[src/rtl/alu_pkg.sv]
`default_nettype none
// ============================================================================
//  Module      : alu_pkg
//  Description : Opcode encodings and the opcode type shared by alu_pipe,
//                alu_core and the alu_pipe_if interface.
//  Revision    : 1.0 - initial release
// ============================================================================
package alu_pkg;

    typedef logic [2:0] alu_op_t;

    localparam alu_op_t OP_ADD = 3'b000;
    localparam alu_op_t OP_SUB = 3'b001;
    localparam alu_op_t OP_INC = 3'b010;
    localparam alu_op_t OP_DEC = 3'b011;
    localparam alu_op_t OP_AND = 3'b100;
    localparam alu_op_t OP_OR  = 3'b101;
    localparam alu_op_t OP_XOR = 3'b110;
    localparam alu_op_t OP_NOT = 3'b111;

endpackage
`default_nettype wire

[src/rtl/alu_pipe_if.sv]
`default_nettype none
// ============================================================================
//  Module      : alu_pipe_if
//  Description : Operand and result handshakes of alu_pipe. The master side is
//                the operand sequencer / result sink; the slave side is the ALU.
//  Revision    : 1.0 - initial release
// ============================================================================
interface alu_pipe_if
    import alu_pkg::*;
#(
    parameter int WIDTH = 8,
    parameter int CNT_W = 16
);
    logic               in_valid;
    logic               in_ready;
    logic [WIDTH-1:0]   a;
    logic [WIDTH-1:0]   b;
    alu_op_t            sel;
    logic               use_acc;
    logic               out_valid;
    logic               out_ready;
    logic [WIDTH:0]     y;
    logic               zero;
    logic [CNT_W-1:0]   op_count;

    modport master (
        output in_valid, a, b, sel, use_acc, out_ready,
        input  in_ready, out_valid, y, zero, op_count
    );

    modport slave (
        input  in_valid, a, b, sel, use_acc, out_ready,
        output in_ready, out_valid, y, zero, op_count
    );

endinterface
`default_nettype wire

[src/rtl/alu_core.sv]
`default_nettype none
// ============================================================================
//  Module      : alu_core
//  Description : Combinational WIDTH-bit ALU. Result is WIDTH+1 bits; the top
//                bit carries the carry/borrow and is 0 for logic operations.
//  Revision    : 1.0 - initial release
// ============================================================================
module alu_core
    import alu_pkg::*;
#(
    parameter int WIDTH = 8
) (
    input  logic [WIDTH-1:0] a,
    input  logic [WIDTH-1:0] b,
    input  alu_op_t          sel,
    output logic [WIDTH:0]   y
);

    localparam logic [WIDTH:0] c_one = (WIDTH+1)'(1);

    logic [WIDTH:0] w_a_ext;
    logic [WIDTH:0] w_b_ext;

    // Zero extension makes the top bit a true carry (add) or borrow (sub).
    assign w_a_ext = {1'b0, a};
    assign w_b_ext = {1'b0, b};

    always_comb begin
        y = '0;
        case (sel)
            OP_ADD:  y = w_a_ext + w_b_ext;
            OP_SUB:  y = w_a_ext - w_b_ext;
            OP_INC:  y = w_a_ext + c_one;
            OP_DEC:  y = w_b_ext - c_one;
            OP_AND:  y = {1'b0, a & b};
            OP_OR:   y = {1'b0, a | b};
            OP_XOR:  y = {1'b0, a ^ b};
            OP_NOT:  y = {1'b0, ~b};
            default: y = '0;
        endcase
    end

endmodule
`default_nettype wire

[src/rtl/alu_pipe.sv]
`default_nettype none
// ============================================================================
//  Module      : alu_pipe
//  Description : Two-stage pipelined ALU with ready/valid on both sides, an
//                accumulate mode and a completed-transfer counter.
//  Revision    : 1.0 - initial release
// ============================================================================
module alu_pipe
    import alu_pkg::*;
#(
    parameter int WIDTH = 8,
    parameter int CNT_W = 16
) (
    input  logic        clk,
    input  logic        rst,
    alu_pipe_if.slave   bus
);

    localparam logic [CNT_W-1:0] c_cnt_one = CNT_W'(1);

    // Stage 1 operand registers
    logic               r_s1_valid;
    logic [WIDTH-1:0]   r_s1_a;
    logic [WIDTH-1:0]   r_s1_b;
    alu_op_t            r_s1_sel;
    logic               r_s1_use_acc;

    // Stage 2 result registers
    logic               r_out_valid;
    logic [WIDTH:0]     r_y;
    logic               r_zero;
    logic [WIDTH-1:0]   r_acc;
    logic [CNT_W-1:0]   r_op_count;

    logic               w_s2_adv;
    logic               w_in_ready;
    logic               w_in_fire;
    logic               w_out_fire;
    logic [WIDTH-1:0]   w_op_a;
    logic [WIDTH:0]     w_y;

    assign w_s2_adv   = r_s1_valid && (!r_out_valid || bus.out_ready);
    assign w_in_ready = !r_s1_valid || w_s2_adv;
    assign w_in_fire  = bus.in_valid && w_in_ready;
    assign w_out_fire = r_out_valid && bus.out_ready;

    // r_acc always holds the op immediately ahead of S1, so no forwarding.
    assign w_op_a = r_s1_use_acc ? r_acc : r_s1_a;

    alu_core #(
        .WIDTH (WIDTH)
    ) u_core (
        .a   (w_op_a),
        .b   (r_s1_b),
        .sel (r_s1_sel),
        .y   (w_y)
    );

    always_ff @(posedge clk) begin
        if (rst) begin
            r_s1_valid   <= 1'b0;
            r_s1_a       <= '0;
            r_s1_b       <= '0;
            r_s1_sel     <= OP_ADD;
            r_s1_use_acc <= 1'b0;
        end else if (w_in_fire) begin
            r_s1_valid   <= 1'b1;
            r_s1_a       <= bus.a;
            r_s1_b       <= bus.b;
            r_s1_sel     <= bus.sel;
            r_s1_use_acc <= bus.use_acc;
        end else if (w_s2_adv) begin
            r_s1_valid   <= 1'b0;
        end
    end

    always_ff @(posedge clk) begin
        if (rst) begin
            r_out_valid <= 1'b0;
            r_y         <= '0;
            r_zero      <= 1'b0;
            r_acc       <= '0;
        end else if (w_s2_adv) begin
            r_out_valid <= 1'b1;
            r_y         <= w_y;
            r_zero      <= (w_y[WIDTH-1:0] == '0);
            r_acc       <= w_y[WIDTH-1:0];
        end else if (bus.out_ready) begin
            r_out_valid <= 1'b0;
        end
    end

    always_ff @(posedge clk) begin
        if (rst) begin
            r_op_count <= '0;
        end else if (w_out_fire) begin
            r_op_count <= r_op_count + c_cnt_one;
        end
    end

    assign bus.in_ready  = w_in_ready;
    assign bus.out_valid = r_out_valid;
    assign bus.y         = r_y;
    assign bus.zero      = r_zero;
    assign bus.op_count  = r_op_count;

endmodule
`default_nettype wire
[src/flat_wrapper.sv]
// flat-port wrapper written by rule: the top's interface ports become plain ports
module alu_pipe_flat import alu_pkg::*;
#(
    parameter int WIDTH = 8,
    parameter int CNT_W = 16
)
  (clk, rst, bus_in_valid, bus_a, bus_b, bus_sel, bus_use_acc, bus_out_ready, bus_in_ready, bus_out_valid, bus_y, bus_zero, bus_op_count);
  alu_pipe_if #(.WIDTH(WIDTH), .CNT_W(CNT_W)) bus_i ();
  input  logic clk;
  input  logic rst;
  input wire logic [$bits(bus_i.in_valid)-1:0] bus_in_valid;
  input wire logic [$bits(bus_i.a)-1:0] bus_a;
  input wire logic [$bits(bus_i.b)-1:0] bus_b;
  input wire logic [$bits(bus_i.sel)-1:0] bus_sel;
  input wire logic [$bits(bus_i.use_acc)-1:0] bus_use_acc;
  input wire logic [$bits(bus_i.out_ready)-1:0] bus_out_ready;
  output wire logic [$bits(bus_i.in_ready)-1:0] bus_in_ready;
  output wire logic [$bits(bus_i.out_valid)-1:0] bus_out_valid;
  output wire logic [$bits(bus_i.y)-1:0] bus_y;
  output wire logic [$bits(bus_i.zero)-1:0] bus_zero;
  output wire logic [$bits(bus_i.op_count)-1:0] bus_op_count;
  assign bus_i.in_valid = bus_in_valid;
  assign bus_i.a = bus_a;
  assign bus_i.b = bus_b;
  assign bus_i.sel = bus_sel;
  assign bus_i.use_acc = bus_use_acc;
  assign bus_i.out_ready = bus_out_ready;
  assign bus_in_ready = bus_i.in_ready;
  assign bus_out_valid = bus_i.out_valid;
  assign bus_y = bus_i.y;
  assign bus_zero = bus_i.zero;
  assign bus_op_count = bus_i.op_count;
  alu_pipe #(.WIDTH(WIDTH), .CNT_W(CNT_W)) u_core (.clk(clk), .rst(rst), .bus(bus_i));
endmodule
[config.mk]
export PLATFORM = sky130hd
export DESIGN_NAME = alu_pipe_flat
export DESIGN_NICKNAME = d
export VERILOG_FILES = /design/src/rtl/alu_pkg.sv /design/src/rtl/alu_pipe_if.sv /design/src/rtl/alu_core.sv /design/src/rtl/alu_pipe.sv /design/src/flat_wrapper.sv
export SDC_FILE = /design/constraint.sdc
export NUM_CORES = 1
export LEC_CHECK = 0
export CAP_MARGIN = 15
export CORE_MARGIN = 2
export CORE_UTILIZATION = 45
export DETAILED_ROUTE_END_ITERATION = 7
export GPL_TIMING_DRIVEN = 0
export PLACE_DENSITY = 0.68
export SLEW_MARGIN = 10
export SYNTH_ARGS = -nofsm -noshare
export SYNTH_HDL_FRONTEND = slang
export SYNTH_SLANG_ARGS = --single-unit
[constraint.sdc]
create_clock -name clk -period 9.99 [get_ports clk]
set_clock_uncertainty 0.15 [all_clocks]
set_input_delay 1.4985 -clock clk [delete_from_list [all_inputs] [get_ports clk]]
set_output_delay 1.4985 -clock clk [all_outputs]
set_load 0.01 [all_outputs]
==> out/metrics.yaml <==
worst_hold_path:
  hold_path.startpoint: "u_core.r_s1_a[1]"
  hold-path-endpoint: "u_core.r_s1_a[1]"
  hold_depth: 2
  hold_class: "flip-flop to flip-flop"
floorplan:
  core_um2: 7810
  start_util_pct: 46.8
  die_w_um: 94.1
  num_rows: 32
  die_area_um2: 8860
  die-height_um: 94.1
  io_pins: 52
drt:
  drc: 0
  wl_um: 9430
  dr.pass1.iters: 4
  vias_per_cell: 5.41
  antenna_left: 0
  wl_per_cell_um: 15.0
  drtIter0Drc: 143
  vias: 3400
synth:
  synth_area_um2: 3650
  synth_flop_cell: "dfxtp_1"
  syn_avg_cell_area_um2: 7.82
  synth.distinct_cells: 58
  ys_seq_area_share_pct: 26.3
  syn_inst: 467
  async_reset_ff_share_pct: 0
  synth-seq-cells: 48
  synth_edf_count: 0
  yosys_warnings: 0
  syn_nets: 528
cts:
  cts_made_buffers: 5
  clkLatencyLatePin_ns: 0.30
  post_cts_resized: 0
  h-tree-depth: 2
  path_clk_slew_ns: 0.10
  cts_tree: "yes"
  holdBufCountCts: 0
  cts_setup_buffers: 0
  root_buffer: "clkbuf_8"
  clk_path_buf_depth: 2
  numClockSinks: 48
finish:
  area_growth_pct: 20.6
  fin_area_um2: 4410
  finalNetCount: 586
  fin_util_pct: 56.4
  drive_above_1_share_pct: 4.56
  insertedDiodeCount: 0
sta:
  rsz0062_at_grt: "no"
  timing.setup.tns_ns: 0
  fin_crit_ns: 4.55
  finalSetupViolations: 0
  hold_ws_ns: 0.315
  slew_violations: 0
  slew_headroom_pct: 52.1
  final_hold_viol_count: 0
  max_freq_mhz: 220
  fin_crit_sh_pct: 45.6
  worstMarginPinSlew_ns: 0.698
placed_design:
  routabilityCongestion: 0.914
  dp_hpwl_um: 7620
  io_buffers: 51
  dpl-instance-area_um2: 4290
worst_setup_path:
  critPathKind: "input pin to output pin"
  path_max_fanout: 5
  r2r-start: "u_core.r_s1_use_acc"
  endpoint_kind: "output pin"
  r2r_setup_slack_ns: 5.97
  crit_required_ns: 8.34
  arrival_ns: 2.91
  r2r_end: "u_core.bus.zero"
  r2r_cells: 12
  worstSetupStartpointType: "input pin"
pwr:
  p_per_area_nw_per_um2: 128
  p_leak_nw: 1.83
  max-vdd-ir-drop_mv: 0.0621
job:
  drv_cap: 0
status:
  status: "finished clean"
global_routing:
  grt_start_max_net_pins: 17
  track_usage_pct: 22.2
  grt_overflow: 0
  first_global_vias: 3246
  grt_pass1_wl_um: 15700
  antenna_found_initial: 0
[routing by layer]
| metal | vias to the layer above | GRT usage, % | share of wire (%) |
|---|---|---|---|
| met5 | - | 0 | 0 |
| met4 | 0 | 5.07 | 1.3 |
| met3 | 12 | 2.65 | 3.6 |
| met2 | 72 | 35.9 | 46 |
| met1 | 1557 | 31.7 | 49 |
| li1 | 1759 | - | - |
[cells by family after synthesis]
kind of cell	after synthesis	share of synthesized area, %
AO/OA/AOI/OAI	104	17.9
XOR/XNOR	26	6.23
adder cells (fa/ha/maj)	37	13.1
buffers and inverters	49	5.72
flip-flops	48	26.3
multiplexers	21	7.40
AND/OR/NAND/NOR	182	23.3
[critical path, stage by stage]
cell and delay, ns:
clkdlybuf4s50_1 0.49, nor2b_1 0.29, nand2_1 0.13, clkdlybuf4s50_1 0.49
[state kept, by name, summed over array words and instances, names as in the netlist]
register / cells
u_core.bus.op_count: 16
u_core.bus.out_valid: 1
u_core.bus.y: 2
u_core.bus.zero: 1
u_core.r_acc: 7
u_core.r_s1_a: 8
u_core.r_s1_b: 8
u_core.r_s1_sel: 3
u_core.r_s1_use_acc: 1
u_core.r_s1_valid: 1
[cell type report]
| class | instances | area, um^2 |
|---|---|---|
| buffer | 19 | 96.3 |
| clock buffer | 5 | 68.8 |
| clock inverter | 3 | 46.3 |
| fill | 766 | 3400 |
| inverter | 30 | 113 |
| multi-input combinational | 370 | 2480 |
| sequential | 48 | 961 |
| tap | 102 | 128 |
| timing repair buffer | 51 | 510 |
[cell usage after synthesis (2+ instances only)]
cell type	n	area share [%]
nand2b_1	6	1.0
mux4_1	2	1.4
o22ai_1	3	0.51
nand3_1	11	1.5
nand4_1	4	0.68
o21bai_1	2	0.41
buf_2	2	0.27
o21a_1	5	1.0
o22a_1	2	0.48
o31ai_1	4	0.82
nand2_1	78	8.0
or3_1	10	1.7
buf_1	2	0.21
mux4_2	2	1.2
and2_1	4	0.68
a211oi_1	7	1.4
o211ai_1	3	0.62
nor4_1	2	0.34
inv_1	29	3.0
nor3_1	11	1.5
clkbuf_1	12	1.2
dfxtp_1	48	26
nor3b_1	3	0.62
o311ai_0	2	0.48
mux2_2	2	0.62
xnor2_1	13	3.1
a211o_1	2	0.48
o211a_1	2	0.55
mux2i_1	15	4.1
a21oi_1	42	5.8
a221oi_1	3	0.72
ha_1	35	12
nor2_1	34	3.5
and3_1	5	0.86
xor2_1	13	3.1
or2_2	4	0.68
o21ai_0	19	2.6
fa_1	2	1.1
nor2b_1	3	0.51
[cells in the final DEF, fill, tap and decap left out, types with 5 or more instances in the layout]
cell / count
nand2_1: 78
nor2_1: 34
nor3_1: 11
xor2_1: 13
mux2i_1: 15
nand3_1: 11
a211oi_1: 7
xnor2_1: 13
nand2b_1: 6
inv_1: 29
o21a_1: 5
and3_1: 5
clkbuf_8: 5
clkdlybuf4s50_1: 51
or3_1: 10
o21ai_0: 19
a21oi_1: 42
clkbuf_1: 12
dfxtp_1: 48
ha_1: 35
[per-stage QoR]
step	power [mW]	worst slack (ns)	std cells
after floorplan	0.363	6.49	467
after global placement	0.416	5.46	620
after detailed placement	0.422	5.46	620
after CTS	0.566	5.43	628
after global routing	0.602	5.32	628
final	0.565	5.44	628
[how the worst max path moves through the flow]
stage	start	end	slack, ns	cells past startpoint
floorplan	bus_out_ready	bus_in_ready	6.49	2
global placement	bus_out_ready	bus_in_ready	5.46	4
detailed placement	bus_out_ready	bus_in_ready	5.46	4
CTS	bus_out_ready	bus_in_ready	5.43	4
global route	bus_out_ready	bus_in_ready	5.32	4
finish	bus_out_ready	bus_in_ready	5.44	4
[where the power goes]
group          total [mW]  internal, mW  switching, mW
Clock               0.145        0.0755         0.0695
Sequential          0.211         0.200         0.0107
Combinational       0.209        0.0944          0.115
No activity file was read; power rests on OpenSTA's default activity.
